## config.mk

```make
export PLATFORM = sky130hd
export DESIGN_NAME = instr_sequencer
export DESIGN_NICKNAME = d
export VERILOG_FILES = /design/src/rtl/tinyalu_pkg.sv /design/src/rtl/iu_regfile.sv /design/src/rtl/instr_sequencer.sv
export SDC_FILE = /design/constraint.sdc
export NUM_CORES = 1
export LEC_CHECK = 0
export CELL_PAD_IN_SITES_DETAIL_PLACEMENT = 0
export CELL_PAD_IN_SITES_GLOBAL_PLACEMENT = 1
export CORE_MARGIN = 1
export CORE_UTILIZATION = 45
export DETAILED_ROUTE_END_ITERATION = 6
export DONT_BUFFER_PORTS = 1
export PLACE_DENSITY = 0.88
export SLEW_MARGIN = 5
export SYNTH_ARGS = -nofsm -noshare
export SYNTH_HDL_FRONTEND = slang
export SYNTH_HIERARCHICAL = 1
export SYNTH_SLANG_ARGS = --single-unit
```

## constraint.sdc

```tcl
create_clock -name clk -period 2.05 [get_ports clk]
set_input_delay 0.1025 -clock clk [delete_from_list [all_inputs] [get_ports clk]]
set_output_delay 0.1025 -clock clk [all_outputs]
set_load 0.02 [all_outputs]
```

## src/rtl/tinyalu_pkg.sv

```systemverilog
// Shared types for the TinyALU instruction sequencer: ALU opcodes, FSM states
// and the opcode-to-first-state decode.
package tinyalu_pkg;

    localparam int OPC_W = 4;

    typedef enum logic [OPC_W-1:0] {
        op_nop   = 4'd0,
        op_load  = 4'd1,
        op_store = 4'd2,
        op_add   = 4'd3,
        op_and   = 4'd4,
        op_xor   = 4'd5,
        op_mul   = 4'd6
    } alu_opcode_t;

    typedef enum logic [2:0] {
        IDLE,
        LOAD,
        STORE,
        EXEC,
        RETIRE
    } iu_state_t;

    // Unknown opcodes retire like a NOP so a bad instruction never hangs the unit.
    function automatic iu_state_t decode_state(input logic [OPC_W-1:0] opc);
        iu_state_t s;
        if (opc == op_load)
            s = LOAD;
        else if (opc == op_store)
            s = STORE;
        else if (opc == op_nop || opc > op_mul)
            s = RETIRE;
        else
            s = EXEC;
        return s;
    endfunction

endpackage

```

## src/rtl/iu_regfile.sv

```systemverilog
// Operand register file for the instruction sequencer: one write port,
// two combinational read ports, synchronous active-low reset.
module iu_regfile #(
    parameter int DATA_W = 8,
    parameter int NREG   = 2,
    parameter int RSEL_W = $clog2(NREG)
) (
    input  logic              clk,
    input  logic              reset_n,
    input  logic              we,
    input  logic [RSEL_W-1:0] wsel,
    input  logic [DATA_W-1:0] wdata,
    input  logic [RSEL_W-1:0] rsel_a,
    input  logic [RSEL_W-1:0] rsel_b,
    output logic [DATA_W-1:0] rdata_a,
    output logic [DATA_W-1:0] rdata_b
);

    logic [DATA_W-1:0] regs_q [NREG];
    logic [DATA_W-1:0] regs_d [NREG];

    always_comb begin
        regs_d = regs_q;
        if (we)
            regs_d[wsel] = wdata;
    end

    always_ff @(posedge clk) begin
        if (!reset_n)
            regs_q <= '{default: '0};
        else
            regs_q <= regs_d;
    end

    assign rdata_a = regs_q[rsel_a];
    assign rdata_b = regs_q[rsel_b];

endmodule

```

## src/rtl/instr_sequencer.sv

```systemverilog
// TinyALU instruction sequencer: accepts one instruction, runs it against the
// memory unit or ALU and pulses done on retire. Optional watchdog: IU_TIMEOUT_EN.
module instr_sequencer
    import tinyalu_pkg::*;
#(
    parameter int DATA_W  = 8,
    parameter int ADDR_W  = 14,
    parameter int NREG    = 2,
    parameter int TIMEOUT = 255,
    localparam int RSEL_W = $clog2(NREG),
    localparam int INSTR_W = OPC_W + ADDR_W + RSEL_W
) (
    input  logic                clk,
    input  logic                reset_n,
    input  logic                instr_valid,
    input  logic [INSTR_W-1:0]  instr,
    output logic                instr_ready,
    output logic                load,
    output logic                store,
    output logic [ADDR_W-1:0]   addr,
    output logic [2*DATA_W-1:0] wdata,
    input  logic [DATA_W-1:0]   mem_rdata,
    input  logic                mem_done,
    output logic                start,
    output logic [OPC_W-1:0]    op,
    output logic [DATA_W-1:0]   A,
    output logic [DATA_W-1:0]   B,
    input  logic [2*DATA_W-1:0] alu_result,
    input  logic                alu_done,
    output logic                done,
    output logic                busy,
    output logic                err
);

    iu_state_t           state_q, state_d;
    logic                acc_q, acc_d;
    logic [OPC_W-1:0]    opc_q, opc_d;
    logic [ADDR_W-1:0]   addr_q, addr_d;
    logic [RSEL_W-1:0]   rsel_q, rsel_d;
    logic [2*DATA_W-1:0] last_q, last_d;
    logic                ready_q, ready_d, busy_q, busy_d, done_q, done_d;
    logic                load_q, load_d, store_q, store_d, start_q, start_d;
    logic                err_q, err_d;
    logic                accept, reg_we, timeout;
    logic [RSEL_W-1:0]   rsel_b;

`ifdef IU_TIMEOUT_EN
    localparam int CNT_W = $clog2(TIMEOUT + 1);
    logic [CNT_W-1:0] cnt_q, cnt_d;

    always_comb begin
        timeout = (state_q inside {LOAD, STORE, EXEC}) && (cnt_q == CNT_W'(TIMEOUT - 1));
        cnt_d   = '0;
        if (state_d == state_q && (state_q inside {LOAD, STORE, EXEC}))
            cnt_d = cnt_q + 1'b1;
    end

    always_ff @(posedge clk) begin
        if (!reset_n)
            cnt_q <= '0;
        else
            cnt_q <= cnt_d;
    end
`else
    logic unused_timeout_cfg;
    assign unused_timeout_cfg = |32'(TIMEOUT);
    assign timeout = 1'b0;
`endif

    // An accepted instruction spends one cycle latched in IDLE before decode.
    always_comb begin
        state_d = state_q;
        acc_d   = 1'b0;
        opc_d   = opc_q;
        addr_d  = addr_q;
        rsel_d  = rsel_q;
        last_d  = last_q;
        err_d   = err_q;
        reg_we  = 1'b0;
        accept  = instr_valid && ready_q;
        case (state_q)
            IDLE: begin
                if (acc_q) begin
                    state_d = decode_state(opc_q);
                end else if (accept) begin
                    acc_d = 1'b1;
                    {opc_d, addr_d, rsel_d} = instr;
                end
            end
            LOAD: begin
                if (mem_done) begin
                    reg_we  = 1'b1;
                    state_d = RETIRE;
                end else if (timeout) begin
                    err_d   = 1'b1;
                    state_d = RETIRE;
                end
            end
            STORE: begin
                if (mem_done) begin
                    state_d = RETIRE;
                end else if (timeout) begin
                    err_d   = 1'b1;
                    state_d = RETIRE;
                end
            end
            EXEC: begin
                if (alu_done) begin
                    last_d  = alu_result;
                    state_d = RETIRE;
                end else if (timeout) begin
                    err_d   = 1'b1;
                    state_d = RETIRE;
                end
            end
            RETIRE:  state_d = IDLE;
            default: state_d = IDLE;
        endcase
        ready_d = (state_d == IDLE) && !acc_d;
        busy_d  = !ready_d;
        load_d  = (state_d == LOAD);
        store_d = (state_d == STORE);
        start_d = (state_d == EXEC);
        done_d  = (state_d == RETIRE);
    end

    always_ff @(posedge clk) begin
        if (!reset_n) begin
            state_q <= IDLE;
            acc_q   <= 1'b0;
            opc_q   <= op_nop;
            addr_q  <= '0;
            rsel_q  <= '0;
            last_q  <= '0;
            err_q   <= 1'b0;
            ready_q <= 1'b1;
            busy_q  <= 1'b0;
            load_q  <= 1'b0;
            store_q <= 1'b0;
            start_q <= 1'b0;
            done_q  <= 1'b0;
        end else begin
            state_q <= state_d;
            acc_q   <= acc_d;
            opc_q   <= opc_d;
            addr_q  <= addr_d;
            rsel_q  <= rsel_d;
            last_q  <= last_d;
            err_q   <= err_d;
            ready_q <= ready_d;
            busy_q  <= busy_d;
            load_q  <= load_d;
            store_q <= store_d;
            start_q <= start_d;
            done_q  <= done_d;
        end
    end

    assign rsel_b = rsel_q + 1'b1;

    iu_regfile #(
        .DATA_W (DATA_W),
        .NREG   (NREG),
        .RSEL_W (RSEL_W)
    ) u_regfile (
        .clk     (clk),
        .reset_n (reset_n),
        .we      (reg_we),
        .wsel    (rsel_q),
        .wdata   (mem_rdata),
        .rsel_a  (rsel_q),
        .rsel_b  (rsel_b),
        .rdata_a (A),
        .rdata_b (B)
    );

    assign instr_ready = ready_q;
    assign busy        = busy_q;
    assign load        = load_q;
    assign store       = store_q;
    assign start       = start_q;
    assign done        = done_q;
    assign err         = err_q;
    assign addr        = addr_q;
    assign op          = opc_q;
    assign wdata       = last_q;

endmodule

```

* Word level (Yosys, flattened, before mapping)
Index checks and enable logic that the tools add are counted.
** Storage, ports and cells
- Output and inout port bits :: 57
- Register bits :: 61
- Input port bits :: 48
- Logic and storage cells :: 64
** Operators by class
- Equal/unequal tests :: 9
- Muxes and demuxes :: 21
- Reductions and logical operators :: 12
- $add $sub $neg :: 1
- Bitwise logic cells :: 3
- $lt $le $gt $ge :: 4
** Operators with widths (count)
- two-way mux 8 bit :: 7
- two-way mux 3 bit :: 6
- bitwise mux 16 bit :: 1
- equality test 3 x 2 -> 1 bit, second input constant :: 4
- one-hot mux 3 bit (3 select lines) :: 1
- demux 8 bit (select 1 bit) :: 1
- equality test 3 x 1 -> 1 bit, second input constant :: 2
- zero test 3 bit :: 2
- two-way mux 1 bit :: 5
- equality test 4 x 1 -> 1 bit, second input constant :: 1
- equality test 4 x 2 -> 1 bit, second input constant :: 1
- greater-or-equal comparator 2 bit, second input constant :: 2
- > comparator 4 x 3 -> 1 bit, second input constant :: 1
- zero test 4 bit :: 1
- inverter 1 -> 2 bit :: 2
- equality test 3 bit, second input constant :: 1
- logical AND 1 bit :: 3
- AND reduction 3 bit :: 1
- zero test 1 bit :: 2
- less-than comparator 2 x 1 -> 1 bit, second input constant :: 1
- AND reduction 2 bit :: 1
- OR reduction 2 bit :: 1
- adder 1 bit, second input constant :: 1
- logical OR 1 bit :: 1
- inverter 1 bit :: 1

* Depth between registers and ports, before layout
Gate-level depths: netlist of run 1.
- Word-level depth :: 10
- Gate-level depth with buffers :: 6
- Mapped depth without buffers :: 4

* Modules after synthesis
The synthesis of run 1 kept the hierarchy.
** Modules (own cells, without submodules)
- instr_sequencer :: sequential area each 900.9 um2, instances 1, cells each 209, area an instance 1783.0 um2
- iu_regfile :: sequential area each 320.3 um2, instances 1, cells each 80, area an instance 805.8 um2

* Worst setup path after synthesis of run 1
OpenSTA, ideal clock, no wires.
- Path kind :: register to register
- From :: register state_q[2]
- To :: register start_q (netlist: start)
- Path slack :: 0.284 ns
- Stages on the path, launching flop included :: 5
- Data required time :: 1.964 ns
- Period minus slack after synthesis :: 1.766 ns
- Buffers on the path :: 1
- Arrival :: 1.681 ns
- Library setup time :: 0.086 ns
- Cells stage by stage :: dfxtp_1 -> buf_6 -> or4b_4 -> or4b_4 -> a211oi_1
** On the way
- Word-level cells in the longest chain between the ends :: 4
- Elaborated cells on any way between the ends :: 10
- Classes of those cells :: eq/ne: 4; mux: 4; reduce/logical: 2
** Ends and longest elaborated chain
- from (decl) :: RTL line instr_sequencer.sv:35 : iu_state_t state_q, state_d;
- from (signal assigned) :: RTL line instr_sequencer.sv:143 : state_q <= state_d;
- equality test 3 x 2 -> 1 bit / equality test 3 x 1 -> 1 bit (equally long branches) :: RTL line instr_sequencer.sv:81 : case (state_q)
- OR reduction 2 bit (no source line)
- one-hot mux 3 bit (3 select lines) (*) :: RTL line instr_sequencer.sv:81
- equality test 3 x 2 -> 1 bit (*) :: RTL line instr_sequencer.sv:123 : start_d = (state_d == EXEC);
- to (signal assigned) :: RTL line instr_sequencer.sv:154 : start_q <= start_d;
- to (decl) :: RTL line instr_sequencer.sv:42 : logic load_q, load_d, store_q, store_d, start_q, start_d;
Every way passes the cells marked *; elsewhere a longest branch is shown, timed or not.
A chain may end at the register's enable or synchronous reset.

* Worst setup path after layout of run 1
Ends and elaborated chain as after synthesis.

==> flow_summary.json, run 1 <==
{
  "outcome": "complete, no violations",
  "critPathMaxFanout": 10,
  "pin_count": 105,
  "netlist_area_sq_mm": 0.00259,
  "synth-edff-count": 0,
  "power_density_mw_per_mm2": 821,
  "fill_cells": 498,
  "cpLargestDelayFamily": "simple AND/OR/NAND/NOR gates",
  "hpwl_um": 3950,
  "synth_top_cell_by_area": "dfxtp_1",
  "grt_pass1_vias": 2169,
  "setup_viol": 0,
  "drt_drc_violations_left": 0,
  "hold_slack_ps": 97.0,
  "min_period_ps": 1840,
  "routed_wl_um": 6270,
  "slowest_stage": "or4b_4",
  "die_area_sq_mm": 0.00606,
  "totalPowerFinal_uw": 2660,
  "die_w_um": 77.8,
  "cap_violations": 0,
  "clk_pin_slew_ps": 60,
  "dp_worst_setup_slack_ps": 216,
  "max-slew-margin-rel_pct": 32.4,
  "cp_num_buf_inv": 0,
  "cp_common_cell": "or4b_4",
  "cp-start-kind": "flop",
  "start_util_pct": 46.7,
  "synth-seq-cells": 61,
  "avgSynthCellArea_sq_um": 8.96,
  "synth.distinct_cells": 40,
  "syn_nets": 337,
  "grt_max_degree": 30,
  "fin_ws_ps": 209,
  "clk_path_buf_depth": 2,
  "worstPathArrival_ps": 2080,
  "hold_path.class": "input port to flop",
  "synth.top_cells.by_area": "dfxtp_1, nand2_1, a21oi_1",
  "cp.required_ps": 2290,
  "area_delta_synth_final_pct": 25.0,
  "placement.cell_area_sq_mm": 0.00262,
  "rsz0062_at_grt": "no",
  "drt_first_pass_iters": 4,
  "place.gp.congestion": 0.785,
  "grt_usage_pct": 21.8,
  "slew_violations": 0,
  "nets": 377,
  "rows": 27,
  "viasPerCell": 5.42,
  "netlist_instances": 289,
  "synth_ff_type": "dfxtp_1",
  "wl_per_cell_um": 15.5,
  "final_area_sq_mm": 0.00324,
  "synth-async-reset-ratio_pct": 0,
  "cts-buffers-inserted": 9,
  "worstSetupPathType": "flop to flop",
  "h-tree-depth": 3,
  "clk_latency_ps": 330,
  "max_clock_freq_ghz": 0.543,
  "gr-total-overflow": 0,
  "synth_top_area_share_pct": 47.2,
  "antenna_found_initial": 0,
  "critPathCaptureType": "flop",
  "n_antenna_cell": 0,
  "ys_top_cells_by_count": "dfxtp_1, nand2_1, a21oi_1",
  "antenna_left": 0,
  "yosys.cell_count.top_type": "dfxtp_1",
  "drtIter0Drc": 71,
  "drive_gt1_share_pct": 11.1,
  "ctsResizeCount": 0,
  "portBuffers": 0,
  "skew_ps": 5.33,
  "tns_ps": 0,
  "ys_warn_count": 6,
  "yosysSeqAreaShare_pct": 47.2,
  "leakage_uw": 0.00123,
  "worstMarginPinSlew_ps": 1010,
  "cts.sinks": 61,
  "crit_chain": "or4b_4, or4b_4, a211oi_1",
  "critPathMaxStageDelay_ps": 580,
  "die_y_um": 77.8,
  "hold_viol": 0,
  "grt_pass1_wl_um": 10100,
  "cts_tree": "built",
  "vias": 2196,
  "irDropWorstVdd_mv": 0.437,
  "core-area_sq_mm": 0.00554,
  "finalCritPeriodShare_pct": 89.8,
  "root_buffer": "clkbuf_8"
}
-- repair_timing --
item,CTS,global route
hold buffers,44,0
buffers inserted,0,0
hold endpoints to repair,56,0
-- cells in the final DEF, fill, tap and decap left out, types with 2 or more instances in the layout --
cell type	count
nor2_1	2
buf_4	9
clkbuf_8	12
a21oi_1	36
dlygate4sd3_1	44
nand2b_1	2
mux2_2	10
o21a_1	2
nor4b_1	2
nand2_1	56
nand3_1	19
dfxtp_1	61
mux2_1	6
clkbuf_1	2
inv_1	2
mux2i_1	18
a211oi_1	3
o21ai_0	20
or4b_4	2
and2b_1	2
nor3_1	2
or3_1	2
-- sequential cells by signal (all words and copies together), names as in the netlist --
| register | cells |
|---|---|
| u_regfile/regs_q | 16 |
| wdata | 16 |
| addr | 14 |
| op | 4 |
| state_q | 3 |
| acc_q | 1 |
| busy | 1 |
| done | 1 |
| instr_ready | 1 |
| load | 1 |
| rsel_q | 1 |
| start | 1 |
| store | 1 |
-- power breakdown --
group	internal, uW	switching, uW	total, uW	leakage (uW)
Clock	530	428	958	0.0000926
Combinational	163	194	357	0.000645
Sequential	1240	99.3	1340	0.000495
Total	1940	721	2660	0.00123
-- worst paths after layout --
check	depth (start not counted)	end	startpoint	slack (ps)
hold / removal	3	state_q[1]	mem_done	100
setup / recovery	3	start	state_q[2]	210
hold reg to reg	2	u_regfile/regs_q[14]	u_regfile/regs_q[14]	470
setup reg to reg	3	start	state_q[2]	210
-- layout make-up --
cell class	instances	area [sq um]	area share (%)
repair buffers	53	508	15.7
inverters	2	7.51	0.232
flip-flops and latches	61	1220	37.7
multi-input cells	202	1230	38.1
clock inverters	1	5.00	0.155
well taps	72	90.1	2.78
clock buffers	14	173	5.33
-- through the flow --
stage | cells | util, %
2_1_floorplan | 289 | -
3_3_place_gp | 346 | 47.3
3_5_place_dp | 346 | 47.3
4_1_cts | 405 | 58.4
5_1_grt | 405 | 58.4
6_report | 405 | 58.4
-- layer usage --
| layer | GRT usage (%) | wire length [um] |
|---|---|---|
| met4 | 13.8 | 150 |
| met2 | 32.2 | 2860 |
| met5 | 0 | 0 |
| met1 | 26.5 | 2780 |
| met3 | 8.12 | 473 |
-- worst min-delay path: cells and delay by family --
| family | cells | cell delay (ps) |
|---|---|---|
| AO/OA/AOI/OAI | 1 | 70 |
| multiplexers | 1 | 80 |
| AND/OR/NAND/NOR | 1 | 120 |
-- kinds of logic (layout without fill, tap and decap cells) --
logic type             count (synthesis)  after routing  synth area share, %
and+or+nand+nor                      100            100                 19.2
AOI/OAI and AO/OA                     67             67                 14.4
DFF                                   61             61                 47.2
muxes                                 34             34                 13.9
buffers and inverters                 26             70                 5.22
other                                  1              1                0.145
(Power assumes the default switching activity.)
==> run 2: changes to the inputs <==
--- a/config.mk
+++ b/config.mk
@@ -5,10 +5,11 @@
 export SDC_FILE = /design/constraint.sdc
 export NUM_CORES = 1
 export LEC_CHECK = 0
+export ABC_AREA = 1
 export CELL_PAD_IN_SITES_DETAIL_PLACEMENT = 0
 export CELL_PAD_IN_SITES_GLOBAL_PLACEMENT = 1
 export CORE_MARGIN = 1
-export CORE_UTILIZATION = 45
+export CORE_UTILIZATION = 43
 export DETAILED_ROUTE_END_ITERATION = 6
 export DONT_BUFFER_PORTS = 1
 export PLACE_DENSITY = 0.88
==> run 2 against run 1 <==
Against the previous run:
- total power increased by 16%
- combinational power is 41% higher
- area after synthesis up 1.4%
- largest power group unchanged
- final area increased by 2.8%
- global-route usage down 1.9 points
- critical path type is now flop to primary output
- core utilization decreased by 2.2 points
- clock skew rose by 2.9 ps
- cell count grew 20%
- die area rose by 6.0%
- synthesized cell count rose by 23%
- setup slack improved by 210 ps
==> flow_summary.json, run 2 <==
{
  "portBuffers": 0,
  "leakage_uw": 0.00134,
  "netlist_area_sq_mm": 0.00263,
  "drt_first_pass_iters": 4,
  "wl_met2_um": 2990,
  "ys_top_cells_by_count": "nor2_1, dfxtp_1, nand2_1",
  "clk_path_buf_depth": 2,
  "worstPathArrival_ps": 1530,
  "rows": 28,
  "core-area_sq_mm": 0.00592,
  "netlist_instances": 355,
  "drt_drc_violations_left": 0,
  "final_area_sq_mm": 0.00333,
  "outcome": "complete, no violations",
  "grt_pass1_wl_um": 9820,
  "ff2ff_setup_slack_ps": 540,
  "avgSynthCellArea_sq_um": 7.40,
  "synth-async-reset-ratio_pct": 0,
  "worstSetupPathType": "flop to primary output",
  "r2r_end": "rsel_q",
  "die_area_sq_mm": 0.00642,
  "min_path_cells": 3,
  "cp.required_ps": 1950,
  "drive_gt1_share_pct": 12.0,
  "synthXorXnorAreaFrac_pct": 0,
  "max_clock_freq_ghz": 0.612,
  "hpwl_um": 3770,
  "min_period_ps": 1640,
  "h-tree-depth": 3,
  "viasPerCell": 4.88,
  "synth_fa_ha_area_share_pct": 0,
  "fill_cells": 542,
  "layout_common_cells": "nor2_1, dfxtp_1, nand2_1",
  "synth_top_cell_by_area": "dfxtp_1",
  "cts.sinks": 61,
  "die_w_um": 80.2,
  "skew_ps": 8.19,
  "ys_warn_count": 6,
  "synth_ff_type": "dfxtp_1",
  "yosys.cell_count.top_type": "nor2_1",
  "synth.top_cells.by_area": "dfxtp_1, nor2_1, nand2_1",
  "grt_pass1_vias": 2149,
  "final_common_cell": "nor2_1",
  "drtIter0Drc": 75,
  "start_util_pct": 44.4,
  "rr_worst_depth": 5,
  "post-cts-setup-buffers": 0,
  "clk_latency_ps": 330,
  "hold_viol": 0,
  "antenna_left": 0,
  "synth_top_area_share_pct": 46.5,
  "tns_ps": 0,
  "cts-buffers-inserted": 9,
  "place.gp.congestion": 0.750,
  "synth-seq-cells": 61,
  "hold_path.class": "input port to flop",
  "drt-met1-wl_um": 2730,
  "rsz0062_at_grt": "no",
  "min_to": "wdata[12]",
  "yosysSeqAreaShare_pct": 46.5,
  "cap_violations": 0,
  "grt_max_degree": 38,
  "hp-start": "alu_done",
  "irDropWorstVdd_mv": 0.690,
  "power_density_mw_per_mm2": 925,
  "highest_layer": "met4",
  "worstMarginPinSlew_ps": 1120,
  "vias": 2364,
  "cts_tree": "built",
  "synth_mux_area_share_pct": 0,
  "nets": 452,
  "hold_slack_ps": 68.8,
  "synth.distinct_cells": 25,
  "finalCritPeriodShare_pct": 79.8,
  "max-slew-margin-rel_pct": 25.4,
  "die_y_um": 80.2,
  "critPathCaptureType": "primary output",
  "syn_nets": 403,
  "dp_worst_setup_slack_ps": 499,
  "synth_compound_area_share_pct": 14.1,
  "yosys.area_share.simple_pct": 29.0,
  "pin_count": 105,
  "root_buffer": "clkbuf_8",
  "met3_length_um": 389,
  "gr-total-overflow": 0,
  "slew_violations": 0,
  "cp-start-kind": "flop",
  "r2r-start": "instr_ready",
  "area_delta_synth_final_pct": 26.7,
  "synth-edff-count": 0,
  "clk_pin_slew_ps": 70,
  "placement.cell_area_sq_mm": 0.00268,
  "synth_top_family_by_area": "simple AND/OR/NAND/NOR gates",
  "finish.utilization_pct": 56.2,
  "fin_ws_ps": 415,
  "critPathMaxFanout": 18,
  "routed_wl_um": 6190,
  "setup_viol": 0,
  "antenna_found_initial": 0,
  "grt_usage_pct": 19.9,
  "wl_per_cell_um": 12.8,
  "n_antenna_cell": 0
}
run 2: cell type report:
type	instances	area [sq um]	area share, %
inverters	35	141	4.25
multi-input cells	241	1140	34.2
clock buffers	9	124	3.72
clock inverters	7	75.1	2.26
well taps	75	93.8	2.82
flip-flops and latches	61	1220	36.7
repair buffers	56	533	16.0
run 2: power breakdown:
part | internal [uW] | leakage (uW) | switching (uW) | total, uW
Combinational | 180 | 0.000748 | 323 | 504
Clock | 564 | 0.0000918 | 483 | 1050
Sequential | 1310 | 0.000497 | 222 | 1530
Total | 2050 | 0.00134 | 1030 | 3080
run 2: cell families after synthesis:
group,after synthesis
AO/OA/AOI/OAI,74
other,1
flip-flops,61
buffers and inverters,53
AND/OR/NAND/NOR,166
run 2: critical path, stage by stage (launching register included):
cell,delay [ps]
dfxtp_2,500
inv_1,290
o21ai_0,230
buf_4,170
run 2: through the flow:
step	total power, uW	cells
4_1_cts	3110	484
3_3_place_gp	1960	423
6_report	3080	484
3_5_place_dp	1960	423
5_1_grt	3260	484
2_1_floorplan	1920	355
run 2: worst max-delay path by stage:
stage,endpoint,depth (start not counted),start,slack (ps)
floorplan,B[1],3,rsel_q,650
global placement,B[2],3,rsel_q,480
detailed placement,B[3],3,rsel_q,500
CTS,B[3],3,rsel_q,130
global route,B[0],3,rsel_q,270
finish,B[4],3,rsel_q,410
run 2: what timing repair did:
item / CTS / global route
resized for setup: 0 / 1
hold buffers: 45 / 0
endpoints found under the setup margin: 0 / 5
endpoints found under the hold margin: 55 / 0
run 2: per-layer routing:
layer  track usage, %  up-vias
met3             7.39        6
li1                 -     1232
met1             23.5     1055
met4             7.68        0
met5                0        -
met2             32.7       71
==> run 3: changes to the inputs <==
==> constraint.sdc (replaced) <==
create_clock -name clk -period 1.7 [get_ports clk]
set_input_delay 0.085 -clock clk [delete_from_list [all_inputs] [get_ports clk]]
set_output_delay 0.085 -clock clk [all_outputs]
set_load 0.02 [all_outputs]
==> run 3 against run 2 <==
Against the previous run:
- sequential share of layout area fell by 0.74 points
- register-to-register slack lost 310 ps
- critical path depth did not move
==> flow_summary.json, run 3 (synthesis gave the netlist of run 2 again) <==
{
  "antenna_left": 0,
  "cts.sinks": 61,
  "max-slew-margin-rel_pct": 21.1,
  "min_period_ps": 1470,
  "cts_tree": "built",
  "n_antenna_cell": 0,
  "tns_ps": 0,
  "hold_viol": 0,
  "portBuffers": 0,
  "vias": 2395,
  "grt_pass1_vias": 2218,
  "grt_max_degree": 38,
  "finalCritPeriodShare_pct": 86.7,
  "leakage_uw": 0.00140,
  "critPathMaxFanout": 17,
  "layout.cells.non_filler": 494,
  "totalPowerFinal_uw": 3670,
  "worstSetupPathType": "flop to primary output",
  "fin_ws_ps": 226,
  "wl_per_cell_um": 12.8,
  "max_clock_freq_ghz": 0.678,
  "antenna_found_initial": 0,
  "drt_first_pass_iters": 5,
  "routed_wl_um": 6350,
  "root_buffer": "clkbuf_8",
  "worstMarginPinSlew_ps": 1180,
  "worstPathArrival_ps": 1390,
  "die_area_sq_mm": 0.00642,
  "clk_path_buf_depth": 2,
  "cap_violations": 0,
  "slew_violations": 0,
  "clk_latency_ps": 330,
  "drive_gt1_share_pct": 13.6,
  "placed_cells": 434,
  "outcome": "complete, no violations",
  "cp-start-kind": "flop",
  "critPathCaptureType": "primary output",
  "skew_ps": 6.52,
  "power_density_mw_per_mm2": 1080,
  "hold_slack_ps": 47.8,
  "place.gp.congestion": 0.797,
  "clk_pin_slew_ps": 60,
  "rows": 28,
  "dp_worst_setup_slack_ps": 272,
  "drtIter0Drc": 118,
  "die_y_um": 80.2,
  "core-area_sq_mm": 0.00592,
  "setup_viol": 0,
  "cts-buffers-inserted": 9,
  "gr-total-overflow": 0,
  "fill_cells": 555,
  "die_w_um": 80.2,
  "layout_common_cells": "nor2_1, dfxtp_1, nand2_1",
  "start_util_pct": 44.4,
  "cp.required_ps": 1620,
  "grt_usage_pct": 20.6,
  "pin_count": 105,
  "final_common_cell": "nor2_1",
  "hpwl_um": 3820,
  "drt_drc_violations_left": 0,
  "viasPerCell": 4.85,
  "hold_path.class": "input port to flop",
  "h-tree-depth": 3,
  "area_delta_synth_final_pct": 29.2,
  "irDropWorstVdd_mv": 0.784,
  "nets": 463,
  "rsz0062_at_grt": "no",
  "grt_pass1_wl_um": 10100
}
==> run 3: changes by cell type in the layout (fill, tap and decap cells not counted) <==
cell | before | now
clkinv_2 | 1 | 3
clkbuf_1 | 0 | 1
inv_6 | 2 | 1
dfxtp_2 | 1 | 0
dlygate4sd3_1 | 45 | 44
clkinvlp_4 | 3 | 1
buf_4 | 11 | 22
dlymetal6s4s_1 | 0 | 1
dfxtp_1 | 60 | 61
clkinv_4 | 1 | 0
==> run 3: stage by stage <==
step / utilization [%] / area (sq um)
6_report: 57.3 / 3390
5_1_grt: 57.3 / 3390
4_1_cts: 57.2 / 3390
3_5_place_dp: 46.6 / 2760
3_3_place_gp: 46.6 / 2760
2_1_floorplan: - / 2630
==> run 3: worst max-delay path, cell delays in order (launching register included) <==
cell	delay [ps]
dfxtp_1	320
inv_1	340
o21ai_0	200
buf_4	190
==> run 3: path summary, 6_finish.rpt <==
path,from,end,slack [ps],cells past startpoint
setup / recovery,rsel_q,B[7],230,3
hold / removal,mem_done,state_q[2],50,4
hold reg to reg,u_regfile/regs_q[8],u_regfile/regs_q[8],480,2
setup reg to reg,state_q[2],u_regfile/regs_q[10],230,7
==> run 3: final cells by class <==
cell class	instances	area [sq um]	share of cell area, %
Clock buffer	10	128	3.76
Tap cell	75	93.8	2.77
Sequential cell	61	1220	36.0
Clock inverter	5	52.6	1.55
Timing Repair Buffer	67	618	18.2
Inverter	35	141	4.17
Multi-Input combinational cell	241	1140	33.5
==> run 3: layer usage <==
metal | GRT usage [%] | vias up | wire (um)
met5 | 0 | - | 0
li1 | - | 1247 | -
met3 | 7.27 | 6 | 417
met1 | 23.9 | 1076 | 2690
met2 | 34.2 | 66 | 3180
met4 | 8.93 | 0 | 61
==> run 3: timing repair <==
| item | 4_1_cts | 5_1_grt |
|---|---|---|
| buffers inserted | 0 | 0 |
| resized for setup | 0 | 1 |
| endpoints found under the setup margin | 0 | 3 |
| hold buffers | 45 | 0 |
| hold endpoints to repair | 55 | 0 |
==> run 3: power by group <==
| group | switching (uW) | internal (uW) |
|---|---|---|
| sequential | 237 | 1570 |
| clock | 535 | 661 |
| combinational | 424 | 243 |
